**config.mk**
```make
export PLATFORM = sky130hd
export DESIGN_NAME = stream_mux_arb
export DESIGN_NICKNAME = d
export VERILOG_FILES = /design/src/rtl/stream_mux_arb_pkg.sv /design/src/rtl/stream_rr_arbiter.sv /design/src/rtl/stream_mux_arb.sv
export SDC_FILE = /design/constraint.sdc
export NUM_CORES = 1
export LEC_CHECK = 0
export ABC_AREA = 1
export CAP_MARGIN = 20
export CORE_UTILIZATION = 41
export CTS_BUF_LIST = sky130_fd_sc_hd__clkbuf_4 sky130_fd_sc_hd__clkbuf_8 sky130_fd_sc_hd__clkbuf_16
export DETAILED_ROUTE_END_ITERATION = 10
export PLACE_DENSITY = 0.87
export SYNTH_ARGS = -nofsm -noshare
export SYNTH_HDL_FRONTEND = slang
export SYNTH_SLANG_ARGS = --single-unit
```
**constraint.sdc**
```tcl
create_clock -name clk -period 3.6 [get_ports clk]
set_input_delay 0.54 -clock clk [delete_from_list [all_inputs] [get_ports clk]]
set_output_delay 0.54 -clock clk [all_outputs]
set_load 0.02 [all_outputs]
```
**src/rtl/stream_mux_arb_pkg.sv**
```systemverilog
// rtl/stream_mux_arb_pkg.sv - shared constants, lock-state type and width helpers for stream blocks
package stream_mux_arb_pkg;

    localparam int MODE_FIXED = 0;
    localparam int MODE_RR    = 1;

    typedef enum logic {
        ST_IDLE = 1'b0,
        ST_PKT  = 1'b1
    } lock_state_t;

    function automatic int clog2(input int value);
        int result;
        int v;
        result = 0;
        v      = value - 1;
        while (v > 0) begin
            result = result + 1;
            v      = v >> 1;
        end
        return result;
    endfunction

    // A single channel still needs a one-bit index port.
    function automatic int sel_width(input int n);
        return (n <= 1) ? 1 : clog2(n);
    endfunction

endpackage

```
**src/rtl/stream_rr_arbiter.sv**
```systemverilog
// rtl/stream_rr_arbiter.sv - combinational fixed-priority / round-robin grant with lock override
module stream_rr_arbiter
    import stream_mux_arb_pkg::*;
#(
    parameter  int N    = 4,
    parameter  int MODE = MODE_RR,
    localparam int SELW = sel_width(N)
) (
    input  logic [N-1:0]    req,
    input  logic [SELW-1:0] ptr,
    input  logic            lock,
    input  logic [SELW-1:0] lock_ch,
    output logic [N-1:0]    grant,
    output logic [SELW-1:0] grant_idx
);

    logic w_found;

    always_comb begin
        grant     = '0;
        grant_idx = '0;
        w_found   = 1'b0;
        if (lock) begin
            // A locked packet owns the output; an idle owner yields a bubble, never another channel.
            for (int i = 0; i < N; i++) begin
                if ((int'(lock_ch) == i) && req[i]) begin
                    grant[i]  = 1'b1;
                    grant_idx = SELW'(i);
                end
            end
        end else if (MODE == MODE_FIXED) begin
            for (int i = 0; i < N; i++) begin
                if (!w_found && req[i]) begin
                    w_found   = 1'b1;
                    grant[i]  = 1'b1;
                    grant_idx = SELW'(i);
                end
            end
        end else begin
            // Scan starts one past the last winner so it has lowest priority next time.
            for (int s = 1; s <= N; s++) begin
                if (!w_found && req[(int'(ptr) + s) % N]) begin
                    w_found                    = 1'b1;
                    grant[(int'(ptr) + s) % N] = 1'b1;
                    grant_idx                  = SELW'((int'(ptr) + s) % N);
                end
            end
        end
    end

endmodule

```
**src/rtl/stream_mux_arb.sv**
```systemverilog
// rtl/stream_mux_arb.sv - N-channel valid/ready stream mux with arbitration, packet lock and registered output
module stream_mux_arb
    import stream_mux_arb_pkg::*;
#(
    parameter  int WIDTH = 32,
    parameter  int N     = 4,
    parameter  int MODE  = MODE_RR,
    parameter  int LOCK  = 1,
    localparam int SELW  = sel_width(N)
) (
    input  logic                 clk,
    input  logic                 rst_n,
    input  logic [N*WIDTH-1:0]   in_data,
    input  logic [N-1:0]         in_valid,
    input  logic [N-1:0]         in_last,
    output logic [N-1:0]         in_ready,
    output logic [WIDTH-1:0]     out_data,
    output logic                 out_valid,
    output logic                 out_last,
    output logic [SELW-1:0]      out_sel,
    input  logic                 out_ready
);

    logic [WIDTH-1:0] r_out_data;
    logic             r_out_valid;
    logic             r_out_last;
    logic [SELW-1:0]  r_out_sel;
    logic [SELW-1:0]  r_rr_ptr;
    logic [SELW-1:0]  r_lock_ch;
    lock_state_t      r_state;

    logic             w_adv;
    logic             w_locked;
    logic             w_accept;
    logic [N-1:0]     w_grant;
    logic [SELW-1:0]  w_gidx;
    logic [WIDTH-1:0] w_mux_data;
    logic             w_mux_last;

    assign w_adv    = !r_out_valid || out_ready;
    assign w_locked = (LOCK != 0) && (r_state == ST_PKT);

    stream_rr_arbiter #(
        .N    (N),
        .MODE (MODE)
    ) u_arbiter (
        .req       (in_valid),
        .ptr       (r_rr_ptr),
        .lock      (w_locked),
        .lock_ch   (r_lock_ch),
        .grant     (w_grant),
        .grant_idx (w_gidx)
    );

    // Ready is held low while reset is asserted so nothing is consumed that the output cannot keep.
    assign in_ready = w_grant & {N{w_adv & rst_n}};
    assign w_accept = |(in_valid & in_ready);

    // AND-OR selection: non-granted channel data is masked to zero and cannot leak through.
    always_comb begin
        w_mux_data = '0;
        w_mux_last = 1'b0;
        for (int i = 0; i < N; i++) begin
            w_mux_data = w_mux_data | (in_data[i*WIDTH +: WIDTH] & {WIDTH{w_grant[i]}});
            w_mux_last = w_mux_last | (in_last[i] & w_grant[i]);
        end
    end

    always_ff @(posedge clk or negedge rst_n) begin
        if (!rst_n) begin
            r_out_data  <= '0;
            r_out_valid <= 1'b0;
            r_out_last  <= 1'b0;
            r_out_sel   <= '0;
        end else if (w_accept) begin
            r_out_data  <= w_mux_data;
            r_out_valid <= 1'b1;
            r_out_last  <= w_mux_last;
            r_out_sel   <= w_gidx;
        end else if (out_ready) begin
            r_out_valid <= 1'b0;
        end
    end

    // Pointer resets to the top index so channel 0 is first in line after reset.
    always_ff @(posedge clk or negedge rst_n) begin
        if (!rst_n) begin
            r_rr_ptr <= SELW'(N - 1);
        end else if ((MODE == MODE_RR) && w_accept) begin
            r_rr_ptr <= w_gidx;
        end
    end

    always_ff @(posedge clk or negedge rst_n) begin
        if (!rst_n) begin
            r_state   <= ST_IDLE;
            r_lock_ch <= '0;
        end else if ((LOCK != 0) && w_accept) begin
            case (r_state)
                ST_IDLE: begin
                    if (!w_mux_last) begin
                        r_state   <= ST_PKT;
                        r_lock_ch <= w_gidx;
                    end
                end
                ST_PKT: begin
                    if (w_mux_last) begin
                        r_state <= ST_IDLE;
                    end
                end
                default: r_state <= ST_IDLE;
            endcase
        end
    end

    assign out_data  = r_out_data;
    assign out_valid = r_out_valid;
    assign out_last  = r_out_last;
    assign out_sel   = r_out_sel;

endmodule

```
==> results of run 1 <==
## critical path, stage by stage, from the launching register on
cell and delay [ns]:
dfstp_2 0.65, inv_2 0.14, ha_1 0.36, inv_1 0.12
nand2_1 0.07, nand2_1 0.12, nand2_1 0.08, inv_2 0.10
nand3_1 0.08, nand3_1 0.14, and2_1 0.16, inv_1 0.05
nor2_1 0.07, dlymetal6s2s_1 0.24
## synth_stat cells, drive strengths merged
cell type / instances
nand4: 37
buf: 22
a21oi: 4
nand2: 275
dfrtp: 39
inv: 19
a41oi: 1
o31ai: 1
and2: 3
dfstp: 2
nor3: 4
nand3: 25
o21ai: 4
ha: 8
o22ai: 1
a31oi: 2
nor2: 13
## flip-flops by register name, indices dropped and copies added, names as in the netlist
signal,cells
r_state,1
out_last,1
out_data,32
r_rr_ptr,2
out_valid,1
r_lock_ch,2
out_sel,2
## layout make-up
cell class,count,share of cell area [%]
Timing Repair Buffer,186,37.8
Multi-Input combinational cell,378,35.0
Sequential cell,41,21.1
Tap cell,96,2.46
Clock buffer,7,1.97
Inverter,19,1.46
Clock inverter,1,0.179
## layout by cell type, fill, tap and decap left out, types with 2 or more instances in the layout
cell / count
o21ai_0: 4
dlymetal6s2s_1: 4
dfstp_2: 2
nor3_1: 4
clkdlybuf4s50_1: 173
a21oi_1: 4
nand4_1: 37
nor2_4: 2
nand2_2: 5
nand3_1: 24
inv_2: 5
and2_1: 3
nand2_1: 269
buf_4: 8
a31oi_1: 2
clkbuf_8: 7
dfrtp_1: 39
inv_1: 14
nor2_1: 9
ha_1: 8
## per-layer routing
layer / global-route usage (%) / up-vias / part of all wire, %
li1: - / 1813 / -
met1: 30.2 / 1648 / 39
met2: 50.2 / 168 / 50
met3: 7.05 / 20 / 8.3
met4: 8.79 / 0 / 2.2
met5: 0 / - / 0
## report_power, final
group / switching, mW / internal, mW
clock network: 0.161 / 0.177
logic: 1.83 / 1.12
registers: 0.149 / 0.704
total: 2.14 / 2.00
## what timing repair did
item,4_1_cts,5_1_grt
setup endpoints to repair,0,4
hold endpoints to repair,0,0
gates resized for setup,0,4
## how the worst max path moves through the flow
stage,from,to,slack [ns],cells past startpoint
CTS,r_rr_ptr[0],in_ready[2],0.03,13
floorplan,r_rr_ptr[0],in_ready[2],0.73,14
global placement,in_valid[2],in_ready[2],0.33,13
detailed placement,in_valid[2],in_ready[1],0.33,13
global route,r_rr_ptr[1],in_ready[1],0.20,12
finish,r_rr_ptr[0],in_ready[2],0.40,13
## per-stage QoR
stage | hold WS [ns] | total power, mW | instance area [um2] | cells | util [%]
floorplan | 0.244 | 2.80 | 2950 | 460 | -
global placement | 0.456 | 3.78 | 4770 | 720 | 69.4
detailed placement | 0.464 | 3.81 | 4770 | 720 | 69.4
CTS | 0.331 | 4.17 | 4870 | 728 | 70.9
global route | 0.360 | 4.51 | 4880 | 728 | 71.1
finish | 0.309 | 4.14 | 4880 | 728 | 71.1
## kinds of logic (layout without fill, tap and decap cells)
kind of cell / Yosys count / in the layout / synth area share, %
AO/OA/AOI/OAI: 13 / 13 / 2.54
adder cells (fa/ha/maj): 8 / 8 / 3.39
AND/OR/NAND/NOR: 357 / 357 / 52.0
buffers and inverters: 41 / 213 / 7.17
flip-flops: 41 / 41 / 34.9
==> impl_metrics.yaml, run 1 <==
sta:
  tightest_slew_ns: 0.614
  slew_headroom_pct: 59.0
  post-route-min-period_ns: 3.20
  finClkSkew_ns: 0.00588
  setup_viol: 0
  grt_setup_unrepaired: "no"
  hold_viol: 0
  setup_ws_ns: 0.398
  drv_slew: 0
  max_freq_mhz: 312
  setup_tns_ns: 0
  period_share_pct: 88.9
global_routing:
  grt_pass1_wl_mm: 15.9
  globalRouteOverflowTotal: 0
  grt_max_degree: 42
  grt_use_total_pct: 27.2
  antenna_found_initial: 0
  grt_pass1_vias: 3525
cells_and_area:
  fill_cells: 612
  multi_input_area_mm2: 0.00171
  drive_above_1_share_pct: 5.54
  n_antenna_cell: 0
  regArea_mm2: 0.00103
  syn_to_final_growth_pct: 65.5
  layout.nets: 778
detailed_routing:
  wirelength_mm: 10.3
  dr.first_iter.drc_count: 230
  wl_per_cell_um: 14.1
  viasPerCell: 5.01
  drc: 0
  dr_total_vias: 3649
  detail-route-antenna-nets: 0
  first_pass_iters: 4
synth:
  avgSynthCellArea_um2: 6.41
  ys_top_cells_by_area: "nand2_1 (34%), dfrtp_1 (33%), nand4_1 (7.8%)"
  ys_seq_elements: 41
  ys_warn_count: 0
  syn_area_mm2: 0.00295
  syn-num-nets: 607
  ys_types: 27
  synth_top_area_share_pct: 34.2
  syn_inst: 460
  synth_top_area_cell: "nand2_1"
  ys_seq_area_share_pct: 34.9
die:
  rows: 30
  initial_core_util_pct: 43.0
  die_h_um: 86.8
  pin_count: 179
  coreArea_mm2: 0.00687
  die_w_um: 86.8
  die-area_mm2: 0.00754
status:
  status: "finished clean"
cts:
  htreeDepth: 2
  cts_buffers: 5
  clock-root-buffer: "clkbuf_8"
  clk_path_buf_depth: 2
  clock-sinks: 41
  insertion_delay_ns: 0.29
  cts_tree: "built"
  cts_hold_buffers: 0
  cts_setup_buffers: 0
  clk_pin_slew_ns: 0.08
setup_path:
  r2r-end: "out_data[11]"
  cp_max_fo: 10
  rr_worst_depth: 14
  critPathKind: "reg2out"
  start_kind: "flip-flop"
  arrival_ns: 2.66
  required_ns: 3.06
  r2r-start: "r_rr_ptr[0]"
  cp-end-kind: "primary output"
  reg2reg_slack_ns: 0.69
placed_design:
  detailed_place_hpwl_mm: 7.91
  pre_cts_ws_ns: 0.333
  gp_congestion: 0.892
  port_buffers: 178
min_path:
  hold_path.class: "in2async"
power:
  p_per_area_mw_per_mm2: 848
  power.leakage_nw: 2.32
  ir_drop_mv: 0.451
job:
  cap_violations: 0
No activity file was read; power rests on OpenSTA's default activity.
==> run 2: changes to the inputs <==
- CORE_UTILIZATION: 41 -> 38
- PLACE_DENSITY: 0.87 -> 0.82
- clock period: 3.6 -> 3.66 ns (I/O delays scaled with it)
==> run 2 against run 1 <==
Net effect: non-clock buffer count is 2 higher; clock power shrank 14%; sequential share of layout area shrank 0.070 points; flip-flop and latch count unchanged; largest power group unchanged.
==> impl_metrics.yaml, run 2 (same netlist as run 1, synthesis figures left out) <==
cts:
  clk_path_buf_depth: 2
  insertion_delay_ns: 0.29
  cts_buffers: 5
  clock-root-buffer: "clkbuf_8"
  clk_pin_slew_ns: 0.07
  cts_tree: "built"
  clock-sinks: 41
  cts_hold_buffers: 0
  htreeDepth: 2
detailed_routing:
  wirelength_mm: 10.0
  viasPerCell: 4.95
  wl_per_cell_um: 13.7
  detail-route-antenna-nets: 0
  first_pass_iters: 4
  dr.first_iter.drc_count: 160
  drc: 0
  dr_total_vias: 3620
die:
  pin_count: 179
  die_w_um: 90.1
  initial_core_util_pct: 40.0
  die_h_um: 90.1
  rows: 31
  coreArea_mm2: 0.00737
  die-area_mm2: 0.00812
global_routing:
  met1_usage_pct: 28.1
  grt_pass1_wl_mm: 16.4
  antenna_found_initial: 0
  grt_use_total_pct: 24.9
  globalRouteOverflowTotal: 0
  grt_use_met3_pct: 7.87
  grt_max_degree: 42
  grt_pass1_vias: 3517
  use_met2_pct: 44.3
  busiest_layer: "met2"
setup_path:
  slowest_delay_ns: 0.61
  path_delay_family: "buffers and inverters"
  critPathBufInv: 4
  arrival_ns: 2.92
  crit_top_cell: "nand2_1"
  required_ns: 3.11
  start_kind: "flip-flop"
  reg2reg_slack_ns: 0.74
  cp-end-kind: "primary output"
  critPathKind: "reg2out"
  crit_chain: "inv_1 -> ha_1 -> inv_1 -> nand2_1 -> nand2_1 -> nand2_1 -> inv_2 -> nand3_1 -> nand3_1 -> nand2_1 -> nor2_1 -> clkdlybuf4s50_1"
  cp_max_fo: 7
  crit_slowest_cell: "dfstp_2"
cells_and_area:
  final_area_mm2: 0.00490
  drive_above_1_share_pct: 5.69
  fill_cells: 671
  final_cell_mix: "nand2_1 (269), clkdlybuf4s50_1 (174), dfrtp_1 (39)"
  layout.nets: 780
  n_antenna_cell: 0
  layout_commonest_cell: "nand2_1"
  syn_to_final_growth_pct: 66.0
  largest_register_ffs: 32
sta:
  period_share_pct: 94.7
  timing.hold.ws_ns: 0.323
  grt_setup_unrepaired: "no"
  setup_viol: 0
  setup_tns_ns: 0
  max_freq_mhz: 289
  drv_slew: 0
  hold_viol: 0
  finClkSkew_ns: 0.00547
  tightest_slew_ns: 0.602
  slew_headroom_pct: 59.5
  post-route-min-period_ns: 3.47
placed_design:
  detailed_place_hpwl_mm: 7.64
  gp_congestion: 0.855
  post_dp_cell_area_mm2: 0.00476
  port_buffers: 178
job:
  cap_violations: 0
status:
  status: "finished clean"
power:
  power.total_mw: 4.07
  power.leakage_nw: 2.31
  ir_drop_mv: 0.506
  p_per_area_mw_per_mm2: 831
min_path:
  hold_path.class: "in2async"
-- run 2: cell count changes in the layout (fill, tap and decap cells not counted), sizes merged --
cell	change
dlymetal6s2s	-1
clkinv	+1
clkbuf	-1
clkdlybuf4s50	+1
buf	+2
inv	-1
-- run 2: path summary, 6_finish.rpt --
check	depth (start not counted)	start	endpoint
worst max-delay path	12	r_rr_ptr[1]	in_ready[0]
worst min-delay path	2	rst_n	out_data[13]
worst max register to register	13	r_rr_ptr[1]	out_data[22]
worst min register to register	2	r_lock_ch[1]	r_lock_ch[1]
max in group asynchronous	2	rst_n	r_rr_ptr[0]
min in group clk	2	r_lock_ch[1]	r_lock_ch[1]
-- run 2: worst register-to-register path, stage by stage (launching register included) --
cell and delay [ns]:
dfstp_2 0.61, inv_1 0.15, ha_1 0.34, inv_1 0.12, nand2_2 0.08, nand2_4 0.13, nor2_2 0.08, a21oi_1 0.17
nand3_1 0.13, nand4_1 0.14, nand4_1 0.37, buf_4 0.35, nand2_1 0.09, nand2_1 0.05
-- run 2: metal layers --
metal | vias up | wire length [um]
li1 | 1813 | -
met1 | 1635 | 4020
met2 | 158 | 4960
met3 | 14 | 817
met4 | 0 | 204
met5 | - | 0
-- run 2: cell type report --
class	instances	area, um2	area share [%]
Sequential cell	41	1030	21.0
Clock buffer	6	76.3	1.56
Inverter	19	71.3	1.46
Multi-Input combinational cell	378	1710	34.9
Clock inverter	1	8.76	0.179
Tap cell	99	124	2.53
Timing Repair Buffer	188	1880	38.4
-- run 2: timing repair --
item | 4_1_cts | 5_1_grt
gates resized for setup | 0 | 3
setup buffers | 0 | 3
endpoints found under the setup margin | 0 | 4
-- run 2: through the flow --
stage | util, % | setup slack [ns] | instances
after floorplan | - | 0.778 | 460
after global placement | 64.5 | 0.357 | 721
after detailed placement | 64.5 | 0.355 | 721
after CTS | 65.7 | 0.0686 | 728
after global routing | 66.5 | 0.00220 | 732
final | 66.5 | 0.195 | 732
-- run 2: power breakdown --
| group | internal [mW] | switching [mW] |
|---|---|---|
| combinational | 1.15 | 1.80 |
| clock | 0.139 | 0.150 |
| sequential | 0.693 | 0.140 |
| total | 1.98 | 2.09 |
==> run 3: changes to the inputs <==
- CELL_PAD_IN_SITES_DETAIL_PLACEMENT: unset -> 0
- CELL_PAD_IN_SITES_GLOBAL_PLACEMENT: unset -> 1
- CORE_UTILIZATION: 38 -> 24
- PLACE_DENSITY: 0.82 -> unset
- PLACE_DENSITY_LB_ADDON: unset -> 0.1
==> run 3 against run 2 <==
Net effect: wire length up 15%; flip-flop and latch count unchanged; non-clock buffer count is the same; worst hold slack better by 0.079 ns; critical endpoint is now in_ready[2]; largest cell class unchanged.
==> impl_metrics.yaml, run 3 (same netlist as run 1, synthesis figures left out) <==
status:
  status: "finished clean"
cts:
  cts_setup_buffers: 0
  clock-root-buffer: "clkbuf_16"
  clock-sinks: 41
  ctsResizeCount: 0
  clk_path_buf_depth: 2
  htreeDepth: 2
  insertion_delay_ns: 0.29
  clk_pin_slew_ns: 0.07
  cts_buffers: 5
  cts_hold_buffers: 0
  cts_tree: "built"
sta:
  post-route-min-period_ns: 3.24
  slew_headroom_pct: 55.2
  max_freq_mhz: 308
  setup_tns_ns: 0
  timing.hold.ws_ns: 0.401
  setup_viol: 0
  drv_slew: 0
  period_share_pct: 88.6
  finClkSkew_ns: 0.00707
  tightest_slew_ns: 0.672
  hold_viol: 0
  grt_setup_unrepaired: "no"
setup_path:
  r2r-end: "out_data[21]"
  arrival_ns: 2.69
  r2r-start: "r_rr_ptr[0]"
  start_kind: "flip-flop"
  startpoint: "r_rr_ptr[0]"
  cp_max_fo: 10
  critPathKind: "reg2out"
  rr_worst_depth: 16
  endpoint: "in_ready[2]"
  cp-end-kind: "primary output"
  reg2reg_slack_ns: 0.69
  required_ns: 3.11
cells_and_area:
  syn_to_final_growth_pct: 70.3
  layout.nets: 780
  n_antenna_cell: 0
  layout_commonest_cell: "nand2_1"
  final_util_pct: 41.8
  final_cell_mix: "nand2_1 (269), clkdlybuf4s50_1 (173), dfrtp_1 (39)"
  regArea_mm2: 0.00103
  largest_register_ffs: 32
  multi_input_area_mm2: 0.00171
  fill_cells: 1261
  drive_above_1_share_pct: 5.84
die:
  initial_core_util_pct: 24.6
  pin_count: 179
  die-area_mm2: 0.0127
  coreArea_mm2: 0.0120
  rows: 40
  die_h_um: 113
  die_w_um: 113
detailed_routing:
  wl_per_cell_um: 14.7
  viasPerCell: 4.57
  dr_total_vias: 3572
  wirelength_mm: 11.5
  first_pass_iters: 4
  detail-route-antenna-nets: 0
  dr.first_iter.drc_count: 130
  drc: 0
placed_design:
  port_buffers: 178
  gp_congestion: 0.832
  detailed_place_hpwl_mm: 8.68
global_routing:
  antenna_found_initial: 0
  grt_pass1_wl_mm: 18.0
  grt_pass1_vias: 3541
  globalRouteOverflowTotal: 0
  grt_max_degree: 42
  grt_use_total_pct: 17.9
job:
  cap_violations: 0
power:
  power.leakage_nw: 2.36
  p_per_area_mw_per_mm2: 857
  ir_drop_mv: 0.364
min_path:
  hold_path.class: "in2async"
run 3: per-layer routing:
layer  global-route usage [%]  vias to the layer above  wire (um)
met5                        0                        -          0
met4                     3.16                        0         64
met3                     4.66                        6        820
met2                     31.9                      130       5620
met1                     22.0                     1624       5000
li1                         -                     1812          -
run 3: power by group:
group | switching [mW] | leakage (nW) | internal (mW)
clock network | 0.192 | 0.0842 | 0.323
logic | 1.83 | 1.77 | 1.12
registers | 0.148 | 0.502 | 0.694
run 3: per-stage QoR:
step / worst slack (ns) / std cells / instance area (um2) / power, mW
after floorplan: 0.778 / 460 / 2950 / 2.75
after global placement: 0.332 / 773 / 4850 / 3.89
after detailed placement: 0.312 / 773 / 4850 / 3.88
after CTS: 0.0337 / 781 / 5010 / 4.42
after global routing: 0.229 / 781 / 5020 / 4.72
final: 0.418 / 781 / 5020 / 4.31
run 3: final cells by class:
cell class	count	share of cell area [%]
clock buffers	5	2.49
inverters	19	1.42
clock inverters	3	0.872
repair buffers	188	37.1
flip-flops and latches	41	20.5
multi-input cells	378	34.0
well taps	147	3.66
run 3: worst min path at each step:
| stage | from | to | slack [ns] |
|---|---|---|---|
| finish | rst_n | out_data[27] | 0.40 |
| global route | rst_n | out_data[27] | 0.47 |
| CTS | rst_n | out_data[29] | 0.46 |
| detailed placement | r_lock_ch[1] | r_lock_ch[1] | 0.46 |
| global placement | out_data[19] | out_data[19] | 0.46 |
| floorplan | rst_n | out_data[0] | 0.25 |
run 3: worst max-delay path, stage by stage, from the launching register on:
cell	delay [ns]
dfstp_2	0.65
inv_2	0.15
ha_1	0.35
inv_1	0.09
nand2_2	0.09
nand2_4	0.09
nor2_2	0.20
a21oi_1	0.10
nand3_1	0.13
and2_1	0.19
inv_1	0.05
nor2_1	0.09
dlymetal6s2s_1	0.24
